## src/rtl/loader_pkg.sv

```systemverilog
// rtl/loader_pkg.sv - loader state encoding and load-stream format constants
package loader_pkg;

  typedef enum logic [2:0] {
    ST_IDLE,
    ST_LEN_HI,
    ST_LEN_LO,
    ST_WORD_HI,
    ST_WORD_LO,
    ST_DONE
  } loader_state_t;

  localparam int HDR_LEN        = 2;
  localparam int BYTES_PER_WORD = 2;

  // True when the 16-bit stream word carries bits the instruction width cannot hold
  function automatic logic hi_bits_set(input logic [15:0] word, input int w);
    return (word >> w) != 16'd0;
  endfunction

endpackage

```

## src/rtl/inst_loader_if.sv

```systemverilog
// rtl/inst_loader_if.sv - load byte stream in, instruction-memory write port out
interface inst_loader_if #(
  parameter int A = 16,
  parameter int W = 9
);
  logic         InValid;
  logic [7:0]   InByte;
  logic         InReady;
  logic         WrEn;
  logic [A-1:0] WrAddr;
  logic [W-1:0] WrData;

  modport master (
    output InValid,
    output InByte,
    input  InReady,
    input  WrEn,
    input  WrAddr,
    input  WrData
  );

  modport slave (
    input  InValid,
    input  InByte,
    output InReady,
    output WrEn,
    output WrAddr,
    output WrData
  );
endinterface

```

## src/rtl/inst_loader.sv

```systemverilog
// rtl/inst_loader.sv - parses a length-prefixed byte stream into instruction-memory writes
module inst_loader
  import loader_pkg::*;
#(
  parameter int A = 16,
  parameter int W = 9
) (
  input  logic          Clk,
  input  logic          Reset_n,
  input  logic          Start,
  inst_loader_if.slave  bus,
  output logic          Busy,
  output logic          Done,
  output logic          Err
);

  loader_state_t r_state;
  loader_state_t w_state_nxt;

  logic [7:0]   r_len_hi;
  logic [7:0]   r_word_hi;
  logic [15:0]  r_remaining;
  logic [A-1:0] r_next_addr;
  logic         r_wr_en;
  logic [A-1:0] r_wr_addr;
  logic [W-1:0] r_wr_data;
  logic         r_err;

  logic         w_busy;
  logic         w_xfer;
  logic         w_start;
  logic [15:0]  w_len;
  logic [15:0]  w_word;

  assign w_busy  = (r_state == ST_LEN_HI) || (r_state == ST_LEN_LO) ||
                   (r_state == ST_WORD_HI) || (r_state == ST_WORD_LO);
  assign w_xfer  = bus.InValid && w_busy;
  assign w_start = Start && ((r_state == ST_IDLE) || (r_state == ST_DONE));
  assign w_len   = {r_len_hi, bus.InByte};
  assign w_word  = {r_word_hi, bus.InByte};

  always_ff @(posedge Clk) begin
    if (!Reset_n) begin
      r_state <= ST_IDLE;
    end else begin
      r_state <= w_state_nxt;
    end
  end

  always_comb begin
    w_state_nxt = r_state;
    unique case (r_state)
      ST_IDLE, ST_DONE: begin
        if (w_start) w_state_nxt = ST_LEN_HI;
      end
      ST_LEN_HI: begin
        if (w_xfer) w_state_nxt = ST_LEN_LO;
      end
      ST_LEN_LO: begin
        if (w_xfer) w_state_nxt = (w_len != 16'd0) ? ST_WORD_HI : ST_DONE;
      end
      ST_WORD_HI: begin
        if (w_xfer) w_state_nxt = ST_WORD_LO;
      end
      ST_WORD_LO: begin
        if (w_xfer) w_state_nxt = (r_remaining == 16'd1) ? ST_DONE : ST_WORD_HI;
      end
      default: w_state_nxt = ST_IDLE;
    endcase
  end

  // Write port only moves on a WORD_LO transfer, so address/data hold between strobes
  always_ff @(posedge Clk) begin
    if (!Reset_n) begin
      r_len_hi    <= '0;
      r_word_hi   <= '0;
      r_remaining <= '0;
      r_next_addr <= '0;
      r_wr_en     <= 1'b0;
      r_wr_addr   <= '0;
      r_wr_data   <= '0;
      r_err       <= 1'b0;
    end else begin
      r_wr_en <= 1'b0;
      if (w_start) begin
        r_next_addr <= '0;
        r_err       <= 1'b0;
      end
      if (w_xfer) begin
        unique case (r_state)
          ST_LEN_HI:  r_len_hi  <= bus.InByte;
          ST_LEN_LO:  r_remaining <= w_len;
          ST_WORD_HI: r_word_hi <= bus.InByte;
          ST_WORD_LO: begin
            r_wr_en     <= 1'b1;
            r_wr_addr   <= r_next_addr;
            r_wr_data   <= w_word[W-1:0];
            r_next_addr <= r_next_addr + 1'b1;
            r_remaining <= r_remaining - 16'd1;
            if (hi_bits_set(w_word, W)) r_err <= 1'b1;
          end
          default: ;
        endcase
      end
    end
  end

  assign bus.InReady = w_busy;
  assign bus.WrEn    = r_wr_en;
  assign bus.WrAddr  = r_wr_addr;
  assign bus.WrData  = r_wr_data;
  assign Busy        = w_busy;
  assign Done        = (r_state == ST_DONE);
  assign Err         = r_err;

endmodule

```

## src/flat_wrapper.sv

```systemverilog
// flat-port wrapper written by rule: the top's interface ports become plain ports
module inst_loader_flat import loader_pkg::*;
#(
  parameter int A = 16,
  parameter int W = 9
)
  (Clk, Reset_n, Start, Busy, Done, Err, bus_InValid, bus_InByte, bus_InReady, bus_WrEn, bus_WrAddr, bus_WrData);
  inst_loader_if #(.A(A), .W(W)) bus_i ();
  input  logic Clk;
  input  logic Reset_n;
  input  logic Start;
  output logic Busy;
  output logic Done;
  output logic Err;
  input wire logic [$bits(bus_i.InValid)-1:0] bus_InValid;
  input wire logic [$bits(bus_i.InByte)-1:0] bus_InByte;
  output wire logic [$bits(bus_i.InReady)-1:0] bus_InReady;
  output wire logic [$bits(bus_i.WrEn)-1:0] bus_WrEn;
  output wire logic [$bits(bus_i.WrAddr)-1:0] bus_WrAddr;
  output wire logic [$bits(bus_i.WrData)-1:0] bus_WrData;
  assign bus_i.InValid = bus_InValid;
  assign bus_i.InByte = bus_InByte;
  assign bus_InReady = bus_i.InReady;
  assign bus_WrEn = bus_i.WrEn;
  assign bus_WrAddr = bus_i.WrAddr;
  assign bus_WrData = bus_i.WrData;
  inst_loader #(.A(A), .W(W)) u_core (.Clk(Clk), .Reset_n(Reset_n), .Start(Start), .bus(bus_i), .Busy(Busy), .Done(Done), .Err(Err));
endmodule
```

## config.mk

```make
export PLATFORM = sky130hd
export DESIGN_NAME = inst_loader_flat
export DESIGN_NICKNAME = d
export VERILOG_FILES = /design/src/rtl/loader_pkg.sv /design/src/rtl/inst_loader_if.sv /design/src/rtl/inst_loader.sv /design/src/flat_wrapper.sv
export SDC_FILE = /design/constraint.sdc
export NUM_CORES = 1
export LEC_CHECK = 0
export CORE_AREA = 2 2 106 108
export DETAILED_ROUTE_END_ITERATION = 7
export DIE_AREA = 0 0 108 110
export PLACE_DENSITY_LB_ADDON = 0.1
export SYNTH_ARGS = -nofsm -noshare
export SYNTH_HDL_FRONTEND = slang
export SYNTH_SLANG_ARGS = --single-unit
```

## constraint.sdc

```tcl
create_clock -name Clk -period 2 [get_ports Clk]
set_input_delay 0.6 -clock Clk [delete_from_list [all_inputs] [get_ports Clk]]
set_output_delay 0.6 -clock Clk [all_outputs]
set_load 0.01 [all_outputs]
```

==> results.txt, run 1 <==
- Setup repair after global routing left no endpoint under its margin.
- Clock skew after layout: 0.00990 ns
- When the netlist entered floorplanning its net count stood at 487.
* Longest individual stage delay on the worst path: 0.39 ns
- For this configuration, the core starts out at a cell density of 34.7%.
- Grt ovf: 0
- Total detailed-routing wirelength: 10.7 mm
- Clock latency on the worst-skew pair: 0.35 ns
- IR analysis of the VDD net gives a maximum drop of 0.318 mV.
- Walking the worst path, the cells encountered are buf_6 -> and2_1 -> dlygate4sd2_1.
- The startpoint identified for the worst hold timing path is u_core.bus.WrData[6].
* Fraction of final layout cells with drive strength greater than 1: 17.5%
* Root Buffer Master: sky130_fd_sc_hd__clkbuf_8
* Maximum number of pins on one net before global-route repair: 18
* Worst endpoint data arrival time: 1.34 ns
- Share of synthesized area occupied by flip-flops and latches: 42.1%
- Along the worst path, the maximum fanout reaches 12.
* Vias per inst: 5.33
- Placed instance area: 4690 sq um
* Count of endpoints failing setup in the final report: 0
- Final worst path period need: 1.94 ns
* Final worst-path cycle share: 96.9%
- The first routing iteration left 199 violations.
- For the worst setup path, the data required time is 1.40 ns.
- Total power: 3.47 mW
- In this run the critical register-to-register path is launched from u_core.r_state[2].
- Post-CTS resize count: 11
* Cell type of the slowest stage on the worst timing path: sky130_fd_sc_hd__dfxtp_2
- Cell area after technology mapping: 3710 sq um
- The first TritonRoute pass finished after 4 iterations.
* CTS H-Tree Depth: 3
- Slew @ Worst Pin: 0.677 ns
- Layout Cells excl Fill: 700
* Post-detailed-route DRC marker count: 0
- Area of the die: 11900 sq um
- Antenna violations before repair: 0
- Pre-CTS setup slack: -0.528 ns
* Detailed-placement wirelength estimate: 8.00 mm
- For this run, the share of the core covered by cells in the final layout is 46.3%.
- The flow ran to the end, and the final reports show no timing, DRC or antenna violations.
- # clock sinks: 78
* Non-Filler Cell Area, Final: 4950 sq um
- For this design the static power due to leakage is 1.76 nW.
* Cell class contributing the biggest share of worst-path delay: buffers and inverters
- Async set-or-reset flop fraction in the synthesized netlist: 0%
- The number of hold violations in the final report came to 0.
- The cell count after synthesis came out at 472.
* Routability congestion estimate from global placement: 0.837
* Number of max-capacitance violations reported: 0
- Area delta synth->final: 33.5%
- Number of buffers inserted by post-CTS setup repair: 0
- Number of global-route vias before repair: 3452
- The floorplan has 38 rows.
- The final-report max-slew violation count came to 0.
* Hold slack final: 0.456 ns
- Clock-pin slew was measured on the worst setup and hold paths at 0.08 ns.
* Antenna violation net count after detailed routing: 0
* Commonest cells after routing, fill and taps aside: 109 x sky130_fd_sc_hd__nand2_1, 75 x sky130_fd_sc_hd__dfxtp_1, 62 x sky130_fd_sc_hd__a21oi_1
* Commonest non-fill, non-tap cell in the layout: sky130_fd_sc_hd__nand2_1
- Num CTS Buffers: 9
* Crit path from: u_core.r_state[0]
* Global-route wire length before repair: 17.3 mm
- For the final routed database, the setup TNS stands at 0 ns.
- The netlist uses 67 different library cells.
* Total Routing Usage GR: 18.6%
- For this run, the number of Yosys warnings is 0.
- Die outline width: 108 um
- Counting tap cells, the placed design contains a total of 684 instances.
* PortBufs: 41
- CP bufs+invs: 2
- Max transition margin: 54.6%
* Placeable core region: 10700 sq um
- Average footprint of a synthesized cell: 7.85 sq um
- Max frequency: 516 MHz
- Hold buffer count at CTS: 0
- Crit path capture type: primary output
- Maximum clock path buffer count: 2
- Boundary Pins: 42
- Final Worst Setup Slack: 0.0626 ns
* Startpoint class of the critical path: flip-flop
* Average detailed-routed wire length per instance: 15.3 um
* N_diodes: 0
- Clock tree from TritonCTS: yes
* Number of nets in the layout: 570
* Total vias in the final route: 3731
* Number of flip-flops and latches in the synthesized netlist: 78
- Post-synth EDFFs: 0
- Die Span Y: 110 um
- Type of the most critical hold path: flip-flop to flip-flop
- Dominant register cell in the synthesized netlist: sky130_fd_sc_hd__dfxtp_1
- Kind of critical path: flip-flop to primary output
* Power density over the cells: 702 nW/um^2
==> tightest hold or removal path, delay by kind of cell, from the launching register on <==
| family | cells | cell delay, ns |
|---|---|---|
| and+or+nand+nor | 1 | 0.05 |
| AOI/OAI and AO/OA | 1 | 0.05 |
| DFF | 1 | 0.31 |
==> cells in the mapped netlist, drive strengths merged, types with 4 or more instances <==
| cell type | number | area [sq um] |
|---|---|---|
| a21oi | 62 | 310 |
| a31oi | 9 | 56.3 |
| buf | 8 | 40.0 |
| clkbuf | 24 | 90.1 |
| dfxtp | 78 | 1560 |
| inv | 4 | 15.0 |
| nand2 | 109 | 409 |
| nand2b | 7 | 43.8 |
| nand3 | 15 | 75.1 |
| nand4 | 6 | 43.8 |
| nor2 | 21 | 78.8 |
| nor2b | 5 | 31.3 |
| nor3 | 7 | 35.0 |
| nor4 | 8 | 65.1 |
| nor4b | 4 | 35.0 |
| o211ai | 10 | 75.1 |
| o21ai | 22 | 110 |
| or4 | 9 | 72.6 |
==> report_power, final <==
part	internal, mW	leakage, nW	switching [mW]
logic	0.239	1.02	0.278
registers	1.58	0.631	0.0388
clock network	0.740	0.113	0.599
==> metal layers <==
metal	share of wire (%)	vias up	track usage (%)
met5	0	-	0
met4	0.89	0	4.49
met3	4.3	8	4.47
met2	48	82	31.6
met1	46	1764	23.9
li1	-	1877	-
==> sequential cells by signal, indices dropped and copies added (netlist names) <==
name,count
u_core.bus.WrEn,1
u_core.r_state,3
u_core.r_len_hi,8
u_core.r_remaining,16
u_core.bus.WrAddr,16
u_core.r_word_hi,8
u_core.Err,1
u_core.r_next_addr,16
u_core.bus.WrData,9
==> path summary, 6_finish.rpt <==
check | end | slack [ns] | cells past startpoint
setup / recovery | Done | 0.06 | 3
hold reg to reg | u_core.bus.WrData[6] | 0.46 | 2
setup reg to reg | u_core.r_next_addr[15] | 0.16 | 5
hold / removal | u_core.bus.WrData[6] | 0.46 | 2
==> cell type report <==
type | count | area, sq um
fill | 1111 | 5750
multi-input combinational | 357 | 2040
sequential | 78 | 1570
timing repair buffer | 104 | 921
tap | 140 | 175
clock buffer | 11 | 141
clock inverter | 5 | 82.6
inverter | 5 | 18.8
==> cells by family after synthesis <==
| logic type | Yosys count | synth area share, % |
|---|---|---|
| and+or+nand+nor | 213 | 29.0 |
| AOI/OAI and AO/OA | 135 | 22.4 |
| DFF | 78 | 42.1 |
| buffers and inverters | 37 | 4.02 |
| xor gates and xnor gates | 4 | 0.945 |
| adders and majority gates | 3 | 1.01 |
| muxes | 2 | 0.574 |
(Power assumes the default switching activity.)
==> run 2: changes to the inputs <==
- CORE_AREA: 2 2 106 108 -> 2 2 85 87
- DIE_AREA: 0 0 108 110 -> 0 0 87 89
- PLACE_DENSITY: unset -> 0.81
- PLACE_DENSITY_LB_ADDON: 0.1 -> unset
- clock period: 2 -> 1.8 ns (I/O delays scaled with it)
==> run 2 against run 1 <==
  * Non-clock buffer count rose by 11
  * Global-route usage rose by 10 points
  * Final cell count down 7.0%
  * Power increased by 12%
  * Sequential share of layout area down 0.56 points
  * Sequential power rose by 11%
  * First-iteration DRC count is 6.0% lower
  * Critical path depth decreased by 2
  * Largest cell class unchanged
  * Largest power group unchanged
==> results.txt, run 2 (synthesis results as in run 1) <==
* Largest fanout of any net on the critical path: 2 (-10)
- The relative max-transition margin came to 66.0% (+11 points).
* Commonest cells after routing, fill and taps aside: 108 x sky130_fd_sc_hd__nand2_1, 74 x sky130_fd_sc_hd__dfxtp_1, 69 x sky130_fd_sc_hd__buf_4
* Required arrival time at the worst endpoint: 1.26 ns (-0.14 ns)
- Worst Hold End: u_core.bus.WrData[6]
- The final global-route overflow total came to 0 (unchanged).
- Fraction of final layout cells with drive strength greater than 1: 21.9% (+4.4 points)
- The min-delay analysis places its worst path in the category flip-flop to flip-flop.
- The number of antenna violations at the first check in global routing was 0 (unchanged).
* PortBufs: 41 (unchanged)
* Final number of hold-violating endpoints: 0 (unchanged)
* Number of buffers inserted by post-CTS setup repair: 0 (unchanged)
- The final RePlAce weighted congestion was 0.912 (+8.9%).
- Antenna violation net count after detailed routing: 0 (unchanged)
* CP bufs+invs: 1 (-1)
- Of the available clock period, the critical path in the final layout requires 99.9%.
- Worst reg2reg path depth: 5 (unchanged)
* Final worst path period need: 1.80 ns
- The count of filler cells inserted in the layout was 464 (-58%).
* Total vias in the final route: 3999 (+7.2%)
- Number of global-route vias before repair: 3813 (+10%)
- The register-to-register setup slack was 0.06 ns (-0.10 ns).
* Iteration-0 DRC Markers: 187 (-6.0%)
- Final Worst Setup Slack: 0.00110 ns (-0.0615 ns)
- The clock tree skew after final layout was 0.00619 ns (-0.00371 ns).
* Number of nets in the layout: 581 (+1.9%)
* Worst hold path startpoint: u_core.bus.WrData[6]
* Maximum number of pins on one net before global-route repair: 27 (+9)
* Detailed-placement wirelength estimate: 7.49 mm (-6.4%)
* Worst endpoint data arrival time: 1.26 ns (-0.08 ns)
* Die outline width: 87 um (-19%)
* N_diodes: 0 (unchanged)
* Crit path capture type: primary output
- Start of the worst register-to-register path: u_core.r_state[2]
- Maximum clock path buffer count: 2 (unchanged)
- The flow ran to the end, and the final reports show no timing, DRC or antenna violations.
* Total detailed-routing wirelength: 10.9 mm (+1.9%)
- Cell chain of the critical path: clkdlybuf4s50_1
- The root buffer cell chosen for the clock tree is sky130_fd_sc_hd__clkbuf_8.
* Clock latency on the worst-skew pair: 0.35 ns (about the same)
* Cell class contributing the biggest share of worst-path delay: buffers and inverters
- The largest incremental delay on the critical path is 0.55 ns (+0.16 ns).
* Count of endpoints failing setup in the final report: 0 (unchanged)
- Boundary Pins: 42 (unchanged)
* Slew @ Worst Pin: 0.503 ns (-0.174 ns)
* Global-route wire length before repair: 17.7 mm (+2.4%)
- The worst-case vdd ir drop was 0.610 mV (+92%).
* Max frequency: 556 MHz
- The detailed-router iteration count before antenna repair is 5 (+1).
- The leakage power came to 2.22 nW (+26%).
- The library cell used most frequently in the layout, excluding fill and tap cells, is sky130_fd_sc_hd__nand2_1.
- The number of violations of the max-capacitance limit is 0 (unchanged).
- The total negative slack was 0 ns (unchanged).
* Unrepaired setup endpoints after global routing: yes
- The area growth from synthesis to layout is 36.1%.
* Reg-to-reg endpoint: u_core.r_next_addr[13]
* Placeable core region: 6720 sq um (-37%)
* Clock-pin slew on the worst setup and hold paths: 0.09 ns (about the same)
- Placed cell count: 635 (-7.2%)
- TritonCTS built the clock tree.
- Post-detailed-route DRC marker count: 0 (unchanged)
- Total Routing Usage GR: 28.6% (+10 points)
- The worst setup timing slack at the placement stage came to -0.592 ns (-0.0640 ns).
- The number of clock sinks seen by CTS was 78 (unchanged).
* CTS H-Tree Depth: 3 (unchanged)
* Num CTS Buffers: 9 (unchanged)
- The via density per instance came to 6.14 (+15%).
- The power per cell area is 773 nW/um^2 (+10%).
- Count of pins over their slew limit: 0 (unchanged)
- The final routed wire length divided by cell count is 16.7 um (+9.5%).
* Kind of critical path: flip-flop to primary output
- The utilization after layout came to 75.1% (+29 points).
* Startpoint class of the critical path: flip-flop
- The initial core utilization was 55.2% (+21 points).
- Number of instances on the worst hold path: 2 (unchanged)
- Area of the die: 7740 sq um (-35%)
* Die Span Y: 89 um (-19%)
- The post-layout instance count excluding filler cells was 651 (-7.0%).
- Number of rows created at floorplan: 30 (-21%)
- Cell type of the slowest stage on the worst timing path: sky130_fd_sc_hd__clkdlybuf4s50_1
-- run 2: changes by cell type in the layout (fill, tap and decap cells not counted), moves of 2 or more --
cell	previous run	this run
sky130_fd_sc_hd__dlymetal6s2s_1	0	20
sky130_fd_sc_hd__buf_4	59	69
sky130_fd_sc_hd__buf_2	0	3
sky130_fd_sc_hd__clkdlybuf4s50_1	37	15
sky130_fd_sc_hd__clkinv_4	2	0
sky130_fd_sc_hd__inv_6	0	3
sky130_fd_sc_hd__buf_6	1	3
-- run 2: worst max path at each step --
stage	start	to	slack, ns	cells past startpoint
floorplan	bus_InValid	u_core.r_next_addr[15]	-0.07	5
global placement	bus_InValid	u_core.r_next_addr[15]	-0.58	5
detailed placement	bus_InValid	u_core.r_remaining[13]	-0.59	7
CTS	u_core.r_state[0]	Done	-0.01	3
global route	u_core.bus.WrAddr[1]	bus_WrAddr[1]	-0.03	1
finish	u_core.bus.WrAddr[1]	bus_WrAddr[1]	0.001	1
-- run 2: repair_timing --
action / 4_1_cts / 5_1_grt
gates resized for setup: 22 / 41
endpoints found under the setup margin: 59 / 42
hold buffers: 0 / 0
pin swaps: 1 / 4
gates cloned: 0 / 0
-- run 2: metrics by stage --
stage               hold WS (ns)  instance area (sq um)  total power, mW
global placement           0.439                   4680             2.38
floorplan                  0.432                   3710             2.12
global route               0.480                   5040             4.04
finish                     0.454                   5040             3.90
detailed placement         0.447                   4680             2.39
CTS                        0.460                   4930             3.89
-- run 2: cell type report --
class | instances | area, sq um | area share [%]
inverters | 5 | 18.8 | 0.372
multi-input cells | 357 | 2100 | 41.6
well taps | 80 | 100 | 1.98
flip-flops and latches | 78 | 1570 | 31.1
repair buffers | 115 | 1030 | 20.5
clock inverters | 7 | 103 | 2.03
clock buffers | 9 | 124 | 2.46
-- run 2: per-layer routing --
layer | global-route usage [%] | up-vias | share of wire, %
met3 | 3.88 | 31 | 6.9
li1 | - | 1897 | -
met1 | 36.1 | 1868 | 41
met5 | 0 | - | 0
met4 | 13.4 | 0 | 2.7
met2 | 48.8 | 203 | 49
-- run 2: report_power, final --
group	total, mW	switching [mW]	internal, mW
Clock	1.50	0.699	0.803
Combinational	0.600	0.324	0.276
Sequential	1.80	0.0425	1.76
